--- config.mk ---
export PLATFORM = sky130hd
export DESIGN_NAME = if_fetch_unit
export DESIGN_NICKNAME = d
export VERILOG_FILES = /design/src/rtl/cpu_pkg.sv /design/src/rtl/if_hold_buf.sv /design/src/rtl/if_fetch_unit.sv
export SDC_FILE = /design/constraint.sdc
export NUM_CORES = 1
export LEC_CHECK = 0
export ABC_AREA = 1
export CORE_ASPECT_RATIO = 0.6
export CORE_MARGIN = 1.5
export CORE_UTILIZATION = 54
export CTS_BUF_LIST = sky130_fd_sc_hd__clkbuf_8
export DETAILED_ROUTE_END_ITERATION = 10
export PLACE_DENSITY = 0.87
export SLEW_MARGIN = 20
export SYNTH_ARGS = -nofsm -noshare
export SYNTH_HDL_FRONTEND = slang
export SYNTH_SLANG_ARGS = --single-unit
--- constraint.sdc ---
create_clock -name clk -period 4.4 [get_ports clk]
set_clock_uncertainty 0.2 [all_clocks]
set_input_delay 0.88 -clock clk [delete_from_list [all_inputs] [get_ports clk]]
set_output_delay 0.88 -clock clk [all_outputs]
set_load 0.01 [all_outputs]
--- src/rtl/cpu_pkg.sv ---
// Shared definitions for the 16-bit pipelined CPU: fetch FSM states, default
// datapath widths, reset PC and the bubble encoding.
package cpu_pkg;

    localparam int CPU_AW = 16;
    localparam int CPU_DW = 16;

    localparam logic [15:0] CPU_RESET_PC = 16'h0000;
    localparam logic [15:0] CPU_NOP_INST = 16'h0000;

    typedef enum logic [1:0] {
        ISSUE   = 2'd0,
        WAIT    = 2'd1,
        HOLD    = 2'd2,
        DISCARD = 2'd3
    } fetch_state_e;

endpackage

--- src/rtl/if_hold_buf.sv ---
// One-entry skid register that parks an instruction which returned from memory
// while the downstream stage was stalled.
module if_hold_buf
    import cpu_pkg::*;
#(
    parameter int DW = CPU_DW
) (
    input  logic          clk,
    input  logic          rst,
    input  logic          load,
    input  logic          clear,
    input  logic [DW-1:0] load_data,
    output logic          full,
    output logic [DW-1:0] data
);

    logic          full_r;
    logic [DW-1:0] data_r;

    // Buffer state; clear wins over load so a flush can never leave stale data.
    always_ff @(posedge clk) begin
        if (rst) begin
            full_r <= 1'b0;
            data_r <= {DW{1'b0}};
        end else if (clear) begin
            full_r <= 1'b0;
            data_r <= {DW{1'b0}};
        end else if (load) begin
            full_r <= 1'b1;
            data_r <= load_data;
        end else begin
            full_r <= full_r;
            data_r <= data_r;
        end
    end

    assign full = full_r;
    assign data = data_r;

endmodule

--- src/rtl/if_fetch_unit.sv ---
// Instruction fetch stage: owns the PC, issues single-outstanding requests to
// instruction memory and feeds the IF/ID register, honouring stall and redirect.
module if_fetch_unit
    import cpu_pkg::*;
#(
    parameter int            AW       = CPU_AW,
    parameter int            DW       = CPU_DW,
    parameter logic [AW-1:0] RESET_PC = AW'(CPU_RESET_PC)
) (
    input  logic          clk,
    input  logic          rst,
    input  logic          stall,
    input  logic          redirect,
    input  logic [AW-1:0] redirect_pc,
    output logic          imem_req,
    output logic [AW-1:0] imem_addr,
    input  logic          imem_valid,
    input  logic [DW-1:0] imem_rdata,
    output logic [DW-1:0] inst_out,
    output logic [AW-1:0] pc_plus1_out,
    output logic          exec_out
);

    localparam logic [AW-1:0] PC_ONE = {{(AW-1){1'b0}}, 1'b1};
    localparam logic [DW-1:0] NOP    = DW'(CPU_NOP_INST);

    fetch_state_e  state_r;
    fetch_state_e  state_n_s;
    logic [AW-1:0] pc_r;
    logic [AW-1:0] pc_n_s;
    logic [AW-1:0] pc_inc_s;
    logic [AW-1:0] pcp1_r;
    logic [AW-1:0] pcp1_n_s;
    logic [DW-1:0] inst_r;
    logic [DW-1:0] inst_n_s;
    logic [DW-1:0] inst_d_s;
    logic          exec_r;
    logic          exec_n_s;
    logic          exec_d_s;
    logic          req_s;
    logic          hold_load_s;
    logic          hold_clear_s;
    logic          hold_full_s;
    logic [DW-1:0] hold_data_s;

    // Wraps naturally modulo 2^AW.
    assign pc_inc_s = pc_r + PC_ONE;

    if_hold_buf #(
        .DW (DW)
    ) u_hold (
        .clk       (clk),
        .rst       (rst),
        .load      (hold_load_s),
        .clear     (hold_clear_s),
        .load_data (imem_rdata),
        .full      (hold_full_s),
        .data      (hold_data_s)
    );

    // Next-state, PC and IF/ID output decisions for each fetch state.
    always_comb begin
        state_n_s    = state_r;
        pc_n_s       = pc_r;
        inst_n_s     = inst_r;
        pcp1_n_s     = pcp1_r;
        exec_n_s     = exec_r;
        req_s        = 1'b0;
        hold_load_s  = 1'b0;
        hold_clear_s = 1'b0;

        case (state_r)
            ISSUE: begin
                if (redirect) begin
                    pc_n_s = redirect_pc;
                end else begin
                    req_s     = 1'b1;
                    state_n_s = WAIT;
                end
                if (!stall) begin
                    exec_n_s = 1'b0;
                end else begin
                    exec_n_s = exec_r;
                end
            end
            WAIT: begin
                if (redirect) begin
                    pc_n_s    = redirect_pc;
                    state_n_s = imem_valid ? ISSUE : DISCARD;
                end else if (imem_valid) begin
                    if (!stall) begin
                        inst_n_s  = imem_rdata;
                        pcp1_n_s  = pc_inc_s;
                        exec_n_s  = 1'b1;
                        pc_n_s    = pc_inc_s;
                        state_n_s = ISSUE;
                    end else begin
                        hold_load_s = 1'b1;
                        state_n_s   = HOLD;
                    end
                end else if (!stall) begin
                    exec_n_s = 1'b0;
                end else begin
                    exec_n_s = exec_r;
                end
            end
            HOLD: begin
                if (redirect) begin
                    hold_clear_s = 1'b1;
                    pc_n_s       = redirect_pc;
                    state_n_s    = ISSUE;
                end else if (!stall && hold_full_s) begin
                    inst_n_s     = hold_data_s;
                    pcp1_n_s     = pc_inc_s;
                    exec_n_s     = 1'b1;
                    pc_n_s       = pc_inc_s;
                    hold_clear_s = 1'b1;
                    state_n_s    = ISSUE;
                end else begin
                    state_n_s = HOLD;
                end
            end
            DISCARD: begin
                if (redirect) begin
                    pc_n_s = redirect_pc;
                end else begin
                    pc_n_s = pc_r;
                end
                if (imem_valid) begin
                    state_n_s = ISSUE;
                end else begin
                    state_n_s = DISCARD;
                end
                if (!stall) begin
                    exec_n_s = 1'b0;
                end else begin
                    exec_n_s = exec_r;
                end
            end
            default: begin
                state_n_s = ISSUE;
            end
        endcase
    end

    // A redirect flushes the IF/ID payload whatever the state or stall.
    assign inst_d_s = redirect ? NOP  : inst_n_s;
    assign exec_d_s = redirect ? 1'b0 : exec_n_s;

    // State, PC and IF/ID output registers.
    always_ff @(posedge clk) begin
        if (rst) begin
            state_r <= ISSUE;
            pc_r    <= RESET_PC;
            inst_r  <= {DW{1'b0}};
            pcp1_r  <= {AW{1'b0}};
            exec_r  <= 1'b0;
        end else begin
            state_r <= state_n_s;
            pc_r    <= pc_n_s;
            inst_r  <= inst_d_s;
            pcp1_r  <= pcp1_n_s;
            exec_r  <= exec_d_s;
        end
    end

    // Request is decoded from the registered state so a 1-cycle memory keeps the
    // two-cycle fetch loop; it is suppressed while reset is held.
    assign imem_req     = req_s & ~rst;
    assign imem_addr    = imem_req ? pc_r : {AW{1'b0}};
    assign inst_out     = inst_r;
    assign pc_plus1_out = pcp1_r;
    assign exec_out     = exec_r;

endmodule

* Word level (Yosys, flattened, before mapping)
Index checks and enable logic that the tools add are counted.
** Cells by class
- Multiplexer cells :: 37
- Bitwise logic cells :: 2
- Equal/unequal tests :: 14
- Add/subtract/negate cells :: 1
- Reduce and logical (&&, ||, !) cells :: 12
** Operators with widths (number)
- $mux W16 :: 12
- $pmux W16 S2 :: 2
- $pmux W16 S3 :: 1
- $add A16 B1 Y16 const B :: 1
- $mux W2 :: 7
- $mux W1 :: 13
- $ne A2 B2 Y1 const B :: 6
- $ne A3 B3 Y1 const B :: 4
- $pmux W2 S4 :: 1
- $reduce_and A4 Y1 :: 2
- $reduce_and A6 Y1 :: 1
- $reduce_or A2 Y1 :: 3
- $eq A2 B2 Y1 const B :: 2
- $reduce_and A2 Y1 :: 2
- $pmux W1 S3 :: 1
- $eq A2 B1 Y1 const B :: 1
- $logic_not A2 Y1 :: 1
- $ne A2 B1 Y1 const B :: 1
- $reduce_bool A2 Y1 :: 1
- $and A1 B1 Y1 :: 1
- $logic_and A1 B1 Y1 :: 1
- $logic_not A1 Y1 :: 1
- $not A1 Y1 :: 1
** Word-level totals
- Logic and storage cells :: 73
- Flip-flop bits (word level) :: 68
- Output and inout port bits :: 50

* Longest topological paths before layout
Gate-level depths: netlist of the first run.
- Word-level depth :: 6
- Depth in mapped cells :: 9
- Gate-level depth less buffers :: 9

* Cells and area by module
Synthesis of the first run repeated with hierarchy kept, for this count alone.
** Unflattened totals
- Cell total of the unflattened synthesis :: 566
- Area total of the unflattened synthesis :: 3614.7 um^2
** By module, submodules not included
- if_fetch_unit :: instances 1, cells each 462, area an instance 2891.5 um^2, seq. area each 1021.0 um^2
- if_hold_buf :: instances 1, cells each 104, area an instance 723.2 um^2, seq. area each 340.3 um^2

* Worst setup path after synthesis of the first run
OpenSTA, ideal clock, no wires.
- Kind :: input -> output
- Start point :: input port redirect
- End point :: output port imem_addr[10]
- Slack :: 1557 ps
- Cell stages on the path :: 6
- Required time :: 3320 ps
- Data arrival time :: 1763 ps
- Path buffers :: 1
- Path through :: nor2_4 > inv_1 > nor2_1 > inv_1 > buf_2 > nor2_1
** On the way
- Word-level cells in the longest chain between the ends :: 4
** RTL lines
- start: declaration :: RTL line if_fetch_unit.sv:13 : input logic redirect,
- $mux W1 :: RTL line if_fetch_unit.sv:74 : if (redirect) begin
- $mux W1 :: RTL line if_fetch_unit.sv:72 : case (state_r)
- $and A1 B1 Y1 :: RTL line if_fetch_unit.sv:169 : assign imem_req = req_s & ~rst;
- net imem_req :: RTL line if_fetch_unit.sv:15 : output logic imem_req,
- $mux W16 :: RTL line if_fetch_unit.sv:170 : assign imem_addr = imem_req ? pc_r : {AW{1'b0}};
- end: declaration :: RTL line if_fetch_unit.sv:16 : output logic [AW-1:0] imem_addr,
The timed path passes the listed nets, and every way through them passes these cells.

* Worst setup path in the final report of the first run
- Start point :: input port redirect
- End point :: output port imem_addr[3]
** On the way
- Word-level cells in the longest chain between the ends :: 4
** RTL lines (RTL line)
- $mux W1 :: if_fetch_unit.sv:74
- $mux W1 :: if_fetch_unit.sv:72
- $and A1 B1 Y1 :: if_fetch_unit.sv:169
- $mux W16 :: if_fetch_unit.sv:170
No other way between the ends.

==> key figures, run 1 <==
Placed design
  – Placer Congestion: 0.9088
  – I/O Buffers: 86
  – Worst slack, placed: 0.5014 ns
  – Hpwl dp: 6.443 mm
  – Post-Place Cell Area: 4220 um^2

Floorplan
  – Number of top-level pins: 87
  – Initial Util: 0.5548
  – Die footprint: 6719 um^2
  – Chip width: 104.8 um
  – DIE HEIGHT: 64.10 um
  – Core Box Area: 6056 um^2
  – # rows: 22

Logic synthesis
  – Net Count, Synth: 526
  – Post-synthesis cell area: 3359 um^2
  – Post-synthesis area per instance: 6.955 um^2
  – EDFF count, synth: 0
  – Synth cell types: 32
  – Synth area leaders: dfxtp_1 41%, nand2_1 14%, a21oi_1 7.4%
  – Post-synth top area cell: dfxtp_1
  – Top FF cell, synth: dfxtp_1
  – Ys async rst share: 0
  – Synthesized flop and latch total: 68
  – Synth Warn #: 0
  – Post-synthesis sequential area ratio: 0.4052
  – Yosys top cell area share: 0.4052
  – Post-Synthesis Cells: 483

Timing
  – Relative slew slack: 0.4966
  – RSZ-0062 raised after global routing: no
  – Setup TNS: 0 ns
  – Final-report setup violation count: 0
  – Min Tclk post-route: 3.934 ns
  – Worst setup slack after layout: 0.4664 ns
  – Final count of hold timing violations: 0
  – Max-slew violations: 0
  – Maximum clock rate: 254.2 MHz
  – Slew at the pin with the worst max-slew slack: 0.7550 ns
  – Fin crit share: 0.8940

Global routing
  – Largest net degree at the start of global routing: 30
  – First-pass GRT wire length: 15.59 mm
  – Initial antenna violation count: 0
  – GRT Overall Usage: 0.2906
  – Number of global-route vias before repair: 3333
  – GR Overflow Total: 0

Finish
  – Layout area overhead: 32.55%
  – Share of cells above drive strength 1: 0.07570
  – Sequential standard cell area: 1361 um^2
  – Post-route cell area: 4453 um^2
  – NumNets Final: 606
  – Most frequent cells in the layout: 126 x nand2_1, 86 x clkdlybuf4s50_1, 68 x dfxtp_1
  – Multi-input gate area: 1695 um^2
  – Commonest non-fill, non-tap cell in the layout: nand2_1
  – Fill count: 500
  – Antenna cells: 0

Route
  – Routed vias/inst: 5.429
  – WL final: 9.122 mm
  – Iteration-0 DRC count of the detailed router: 252
  – DR pass1 iterations: 5
  – Drc violations: 0
  – WL/cell: 13.99 um
  – Vias: 3540
  – ANT nets after route: 0

Clock network
  – Maximum clock path buffer count: 2
  – H-tree depth: 3
  – CTS tree: yes
  – Post-CTS setup buffer count: 0
  – Root Driver: clkbuf_8
  – CTS sink count: 68
  – Post-CTS sizing: 0
  – Number of buffers inserted by hold repair at cts: 0
  – Worst skew pair latency: 0.35 ns
  – Clk pin slew, worst setup/hold paths: 0.08 ns
  – CTS Buf Count: 9

Critical path
  – CP startpoint: redirect
  – Worst setup EP type: primary output
  – Critical-path cell list: clkdlybuf4s50_1 -> nor2_4 -> inv_1 -> nor2_1 -> inv_1 -> nor2_1 -> clkdlybuf4s50_1
  – Crit path kind: in2out
  – Crit path capture: imem_addr[3]
  – Crit-path max cell delay: 0.58 ns
  – Critical-path top delay cell: clkdlybuf4s50_1
  – CP Launch Type: primary input
  – Data arrival, critical path: 2.85 ns
  – Worst endpoint required time: 3.32 ns
  – R2R Path Start: state_r[1]$_SDFFE_PP0P_
  – Reg2reg path depth: 8
  – Crit Path Max Fanout: 16
  – Reg-to-Reg End: u_hold.data[2]$_SDFFE_PP0P_
  – Setup slack, reg-to-reg: 1.95 ns

Pwr
  – Power Total: 0.001673 W
  – Leak: 1.736 nW
  – Power Density: 375.7 nW/um^2
  – Worst ir drop on vdd: 0.2062 mV

Min path
  – WHS Path Cells: 2
  – Worst hold path class: reg2reg

Run status
  – Status: finished clean

Run
  – Max-cap violations: 0
==> layout make-up <==
| type | instances | share of cell area |
|---|---|---|
| clock inverter | 6 | 0.02135 |
| clock buffer | 10 | 0.03091 |
| multi-input combinational | 351 | 0.3807 |
| timing repair buffer | 91 | 0.2017 |
| inverter | 42 | 0.03597 |
| sequential | 68 | 0.3057 |
| tap | 84 | 0.02360 |
==> stage by stage <==
step | std cells | util | hold slack (ns)
after CTS | 652 | 0.7353 | 0.2723
final | 652 | 0.7353 | 0.2718
after global routing | 652 | 0.7353 | 0.2877
after global placement | 636 | 0.6969 | 0.2530
after detailed placement | 636 | 0.6969 | 0.2596
after floorplan | 483 | - | 0.2447
==> how the worst min path moves through the flow <==
stage,slack [ns],start,end
CTS,0.27,pc_plus1_out[1]$_SDFFE_PP0P_,pc_plus1_out[1]$_SDFFE_PP0P_
finish,0.27,pc_plus1_out[1]$_SDFFE_PP0P_,pc_plus1_out[1]$_SDFFE_PP0P_
global route,0.29,u_hold.data[13]$_SDFFE_PP0P_,u_hold.data[13]$_SDFFE_PP0P_
detailed placement,0.26,pc_plus1_out[1]$_SDFFE_PP0P_,pc_plus1_out[1]$_SDFFE_PP0P_
global placement,0.25,u_hold.data[13]$_SDFFE_PP0P_,u_hold.data[13]$_SDFFE_PP0P_
floorplan,0.24,u_hold.data[0]$_SDFFE_PP0P_,u_hold.data[0]$_SDFFE_PP0P_
==> Yosys cell counts, types with 2 or more instances <==
| library cell | count |
|---|---|
| a211oi_1 | 3 |
| a21oi_1 | 50 |
| a21oi_2 | 5 |
| a31oi_1 | 14 |
| buf_2 | 11 |
| buf_4 | 2 |
| buf_6 | 3 |
| clkbuf_1 | 4 |
| dfxtp_1 | 68 |
| ha_1 | 6 |
| inv_1 | 38 |
| inv_2 | 3 |
| nand2_1 | 126 |
| nand3_1 | 14 |
| nand3_2 | 3 |
| nand4_1 | 3 |
| nor2_1 | 56 |
| nor2_4 | 3 |
| nor3_1 | 2 |
| o21ai_0 | 49 |
| o21ai_1 | 6 |
| o21ai_2 | 2 |
| xor2_1 | 3 |
==> cells by family (layout without fill, tap and decap cells) <==
| family | Yosys count | count (layout) | synth area share |
|---|---|---|---|
| DFF | 68 | 68 | 0.4052 |
| AOI/OAI and AO/OA | 130 | 130 | 0.2101 |
| buffers and inverters | 64 | 149 | 0.09013 |
| xor gates and xnor gates | 4 | 4 | 0.01043 |
| adders and majority gates | 6 | 6 | 0.02235 |
| and+or+nand+nor | 211 | 211 | 0.2618 |
==> sequential cells by signal, indices dropped and copies added, names as in the netlist <==
register and cells:
inst_out 16, pc_plus1_out 16, pc_r 16, u_hold.data 16, state_r 2, exec_out 1
u_hold.full 1
==> critical path, delay by kind of cell <==
kind / cells / cell delay [ns]
buffers and inverters: 4 / 1.46
and+or+nand+nor: 3 / 0.51
==> where the power goes <==
part           switching [W]  leakage, nW  total [W]  internal [W]
clock               0.000265        0.117   0.000606      0.000341
combinational       0.000208         1.06   0.000361      0.000153
sequential         0.0000403        0.556   0.000706      0.000666
==> metal layers <==
layer	vias up	global-route usage	wire length, um	part of all wire
met5	-	0	0	0
met4	0	0.08048	105	0.012
met3	15	0.07959	680	0.075
met2	131	0.4502	4044	0.44
met1	1656	0.3987	4292	0.47
li1	1738	-	-	-
Power figures use the tool's default switching activity.
==> run 2, diff against run 1 <==
Settings changed: CORE_MARGIN 1.5 to 2, CTS_CLUSTER_DIAMETER set to 30.
==> run 2 against run 1 <==
Power is 6.1% lower. First-iteration DRC count is 31% higher. Setup slack got worse by 0.023 ns. Utilization shrank 0.68 points. Critical path type unchanged. Sequential power is essentially flat. Final cell count stayed put. Non-clock buffer count is the same. Sequential share of layout area increased by 0.29 points. Clock-buffer cell count fell by 1. Combinational power is essentially flat.
==> key figures, run 2 (synthesis results as in run 1) <==
Clock network
  – CTS tree: yes
  – H-tree depth: 3
  – Post-CTS setup buffer count: 0
  – CTS Buf Count: 9
  – Worst skew pair latency: 0.34 ns
  – Maximum clock path buffer count: 2
  – Root Driver: clkbuf_8
  – Post-CTS sizing: 0
  – Number of buffers inserted by hold repair at cts: 0
  – Clk pin slew, worst setup/hold paths: 0.07 ns
  – CTS sink count: 68

Global routing
  – Initial antenna violation count: 0
  – First-pass GRT wire length: 15.01 mm
  – Largest net degree at the start of global routing: 31
  – GR Overflow Total: 0
  – GRT Overall Usage: 0.2758
  – Number of global-route vias before repair: 3263

Critical path
  – Data arrival, critical path: 2.88 ns
  – CP Launch Type: primary input
  – CP delay by family, top: buffers and inverters
  – Worst setup EP type: primary output
  – Worst endpoint required time: 3.32 ns
  – Critical-path cell list: clkdlybuf4s50_1 -> nor2_4 -> inv_1 -> nor2_1 -> inv_1 -> nor2_1 -> clkdlybuf4s50_1
  – Crit-path max cell delay: 0.60 ns
  – Worst Path Buf+Inv: 4
  – Critical-path top delay cell: clkdlybuf4s50_1
  – Crit Path Max Fanout: 16
  – Crit path kind: in2out

Pwr
  – Worst ir drop on vdd: 0.2245 mV
  – Power Density: 356.0 nW/um^2
  – Leak: 1.709 nW
  – Power Total: 0.001571 W

Min path
  – Worst hold path class: reg2reg

Timing
  – Final-report setup violation count: 0
  – Maximum clock rate: 252.8 MHz
  – Setup TNS: 0 ns
  – Fin crit share: 0.8992
  – Slew at the pin with the worst max-slew slack: 0.7731 ns
  – Relative slew slack: 0.4845
  – RSZ-0062 raised after global routing: no
  – Max-slew violations: 0
  – Final count of hold timing violations: 0
  – Min Tclk post-route: 3.956 ns

Floorplan
  – Number of top-level pins: 87
  – DIE HEIGHT: 65.10 um
  – Chip width: 105.8 um
  – # rows: 22
  – Initial Util: 0.5548
  – Core Box Area: 6056 um^2
  – Die footprint: 6889 um^2

Finish
  – Antenna cells: 0
  – Most frequent cells in the layout: 126 x nand2_1, 86 x clkdlybuf4s50_1, 68 x dfxtp_1
  – Commonest non-fill, non-tap cell in the layout: nand2_1
  – NumNets Final: 606
  – Layout area overhead: 31.32%
  – Share of cells above drive strength 1: 0.07570

Route
  – DR pass1 iterations: 6
  – ANT nets after route: 0
  – WL/cell: 14.09 um
  – Drc violations: 0
  – Routed vias/inst: 5.408
  – Iteration-0 DRC count of the detailed router: 329
  – WL final: 9.189 mm
  – Vias: 3526

Placed design
  – Placer Congestion: 0.8966
  – I/O Buffers: 86
  – Hpwl dp: 6.513 mm

Run
  – Max-cap violations: 0

Run status
  – Status: finished clean
[run 2: changes by cell type in the layout (fill, tap and decap cells not counted)]
| cell | previous run | this run |
|---|---|---|
| bufinv_16 | 2 | 1 |
| clkbuf_8 | 10 | 9 |
| clkinv_2 | 0 | 3 |
| clkinv_4 | 2 | 0 |
| clkinvlp_4 | 0 | 3 |
| inv_6 | 2 | 0 |
[run 2: power by group]
| group | internal, W | switching, W |
|---|---|---|
| Clock | 0.000258 | 0.000243 |
| Sequential | 0.000666 | 0.0000414 |
| Combinational | 0.000153 | 0.000208 |
| Total | 0.00108 | 0.000493 |
[run 2: area by class of cell]
type / count / area [um^2]
clock buffer: 9 / 123.9
tap: 84 / 105.1
timing repair buffer: 91 / 898.4
clock inverter: 7 / 67.56
inverter: 42 / 160.2
multi-input combinational: 351 / 1695
sequential: 68 / 1361
fill: 485 / 1644
[run 2: layer usage]
| layer | share of wire | track usage | vias to the layer above | wire, um |
|---|---|---|---|---|
| li1 | - | - | 1740 | - |
| met1 | 0.46 | 0.3833 | 1603 | 4223 |
| met2 | 0.43 | 0.4153 | 169 | 3996 |
| met3 | 0.093 | 0.07044 | 14 | 853 |
| met4 | 0.013 | 0.1036 | 0 | 116 |
| met5 | 0 | 0 | - | 0 |
[run 2: worst paths after layout]
check / slack, ns / endpoint / cells past startpoint / start
hold reg to reg: 0.27 / u_hold.data[1]$_SDFFE_PP0P_ / 2 / u_hold.data[1]$_SDFFE_PP0P_
setup reg to reg: 1.79 / pc_plus1_out[10]$_SDFFE_PP0P_ / 10 / state_r[0]$_SDFFE_PP0P_
hold / removal: 0.27 / u_hold.data[1]$_SDFFE_PP0P_ / 2 / u_hold.data[1]$_SDFFE_PP0P_
setup / recovery: 0.44 / imem_addr[0] / 7 / redirect
[run 2: tightest hold or removal path, cell delays in order (launching register included)]
cell and delay [ns]:
dfxtp_1 0.31, nand2_1 0.06, a21oi_1 0.05
[run 2: per-stage QoR]
step,setup WS [ns],utilization,hold WS [ns],cell area (um^2),instances
after floorplan,1.557,-,0.2447,3359,483
after global placement,0.5502,0.6969,0.2523,4220,636
after detailed placement,0.4627,0.6969,0.2572,4220,636
after CTS,0.4694,0.7285,0.2691,4412,652
after global routing,0.3140,0.7285,0.2863,4412,652
final,0.4437,0.7285,0.2693,4412,652
==> run 3, diff against run 2 <==
--- a/config.mk
+++ b/config.mk
@@ -13,4 +13,5 @@
 export CTS_CLUSTER_DIAMETER = 30
 export DETAILED_ROUTE_END_ITERATION = 10
+export MAX_ROUTING_LAYER = met4
 export PLACE_DENSITY = 0.87
 export SLEW_MARGIN = 20
==> constraint.sdc (replaced) <==
create_clock -name clk -period 4.4 [get_ports clk]
set_clock_uncertainty 0.2 [all_clocks]
set_input_delay 0.66 -clock clk [delete_from_list [all_inputs] [get_ports clk]]
set_output_delay 0.66 -clock clk [all_outputs]
set_load 0.01 [all_outputs]
==> run 3 against run 2 <==
Die area is the same. Utilization is 0.062 points lower. Critical path depth did not move. Clock-buffer cell count rose by 2. Global-route usage grew 1.1 points. Register-to-register slack hardly changed. Sequential cell count did not move.
==> key figures, run 3 (synthesis results as in run 1) <==
Placed design
  – Hpwl dp: 6.608 mm
  – I/O Buffers: 86
  – Placer Congestion: 0.9421
  – Worst slack, placed: 0.6675 ns

Critical path
  – Data arrival, critical path: 2.92 ns
  – Critical-path cell list: clkdlybuf4s50_1 -> nor2_4 -> inv_1 -> nor2_1 -> inv_1 -> nor2_1 -> clkdlybuf4s50_1
  – Crit Path Max Fanout: 17
  – CP Launch Type: primary input
  – CP delay by family, top: buffers and inverters
  – Worst setup EP type: primary output
  – Critical-path top delay cell: clkdlybuf4s50_1
  – Crit-path max cell delay: 0.60 ns
  – Worst endpoint required time: 3.54 ns
  – Crit path kind: in2out
  – Worst Path Buf+Inv: 4

Floorplan
  – # rows: 22
  – Number of top-level pins: 87
  – Core Box Area: 6056 um^2
  – Initial Util: 0.5548
  – Chip width: 105.8 um
  – Die footprint: 6889 um^2
  – DIE HEIGHT: 65.10 um

Finish
  – Layout area overhead: 31.21%
  – Share of cells above drive strength 1: 0.07067
  – NumNets Final: 604
  – Most frequent cells in the layout: 126 x nand2_1, 86 x clkdlybuf4s50_1, 68 x dfxtp_1
  – Antenna cells: 0
  – Commonest non-fill, non-tap cell in the layout: nand2_1
  – Fill count: 495

Timing
  – Maximum clock rate: 264.8 MHz
  – RSZ-0062 raised after global routing: no
  – Relative slew slack: 0.4733
  – Final-report setup violation count: 0
  – Worst setup slack after layout: 0.6229 ns
  – Final count of hold timing violations: 0
  – Fin crit share: 0.8584
  – Min Tclk post-route: 3.777 ns
  – Slew at the pin with the worst max-slew slack: 0.7900 ns
  – Max-slew violations: 0
  – Setup TNS: 0 ns

Global routing
  – Largest net degree at the start of global routing: 30
  – Number of global-route vias before repair: 3246
  – GR Overflow Total: 0
  – First-pass GRT wire length: 15.26 mm
  – GRT Overall Usage: 0.2872
  – Initial antenna violation count: 0

Route
  – Vias: 3508
  – Drc violations: 0
  – ANT nets after route: 0
  – Routed vias/inst: 5.397
  – DR pass1 iterations: 5
  – Iteration-0 DRC count of the detailed router: 314
  – WL final: 9.209 mm
  – WL/cell: 14.17 um

Pwr
  – Leak: 1.715 nW
  – Worst ir drop on vdd: 0.2427 mV
  – Power Density: 359.6 nW/um^2

Min path
  – Worst hold path class: reg2reg

Clock network
  – Post-CTS sizing: 0
  – CTS sink count: 68
  – Number of buffers inserted by hold repair at cts: 0
  – Worst skew pair latency: 0.34 ns
  – H-tree depth: 3
  – Root Driver: clkbuf_8
  – Post-CTS setup buffer count: 0
  – CTS tree: yes
  – Clk pin slew, worst setup/hold paths: 0.07 ns
  – CTS Buf Count: 9
  – Maximum clock path buffer count: 2

Run
  – Max-cap violations: 0

Run status
  – Status: finished clean
[run 3: cell types whose count changed in the layout (fill, tap and decap cells not counted), sizes merged]
cell	delta
clkinvlp	-2
buf	-2
clkbuf	+2
inv	+1
clkinv	-1
[run 3: area by class of cell]
cell class                 count  area [um^2]  share of cell area
multi-input combinational    351         1695              0.3846
tap                           84        105.1             0.02384
clock inverter                 5        51.30             0.01164
sequential                    68         1361              0.3088
timing repair buffer          89        883.3              0.2004
inverter                      42        160.2             0.03633
clock buffer                  11        151.4             0.03435
[run 3: stage by stage]
stage	utilization	hold slack [ns]	cell area [um^2]	total power (W)	instances
after floorplan	-	0.2447	3359	0.0009296	483
after CTS	0.7279	0.2688	4408	0.001582	650
after global placement	0.6944	0.2535	4205	0.001061	634
final	0.7279	0.2682	4408	0.001585	650
after global routing	0.7279	0.2901	4408	0.001669	650
after detailed placement	0.6944	0.2577	4205	0.001071	634
[run 3: routing by layer]
layer	wire (um)	track usage
met4	165	0.1003
met2	3974	0.4218
met5	0	-
met1	4385	0.3783
met3	684	0.08829
[run 3: path summary, 6_finish.rpt]
check,startpoint,to,slack [ns],cells after the start
worst max-delay path,redirect,imem_addr[8],0.62,7
worst min-delay path,pc_plus1_out[1]$_SDFFE_PP0P_,pc_plus1_out[1]$_SDFFE_PP0P_,0.27,2
worst max register to register,state_r[1]$_SDFFE_PP0P_,pc_r[1]$_SDFFE_PP0P_,1.80,8
worst min register to register,pc_plus1_out[1]$_SDFFE_PP0P_,pc_plus1_out[1]$_SDFFE_PP0P_,0.27,2
[run 3: power breakdown]
group          total [W]  internal, W  switching [W]
clock network   0.000520     0.000289       0.000231
registers       0.000707     0.000666      0.0000409
logic           0.000358     0.000152       0.000207
total            0.00158      0.00111       0.000479
[run 3: tightest hold or removal path: stages, from the launching register on]
cell and delay (ns):
dfxtp_1 0.31, nand2_1 0.06, a21oi_1 0.05
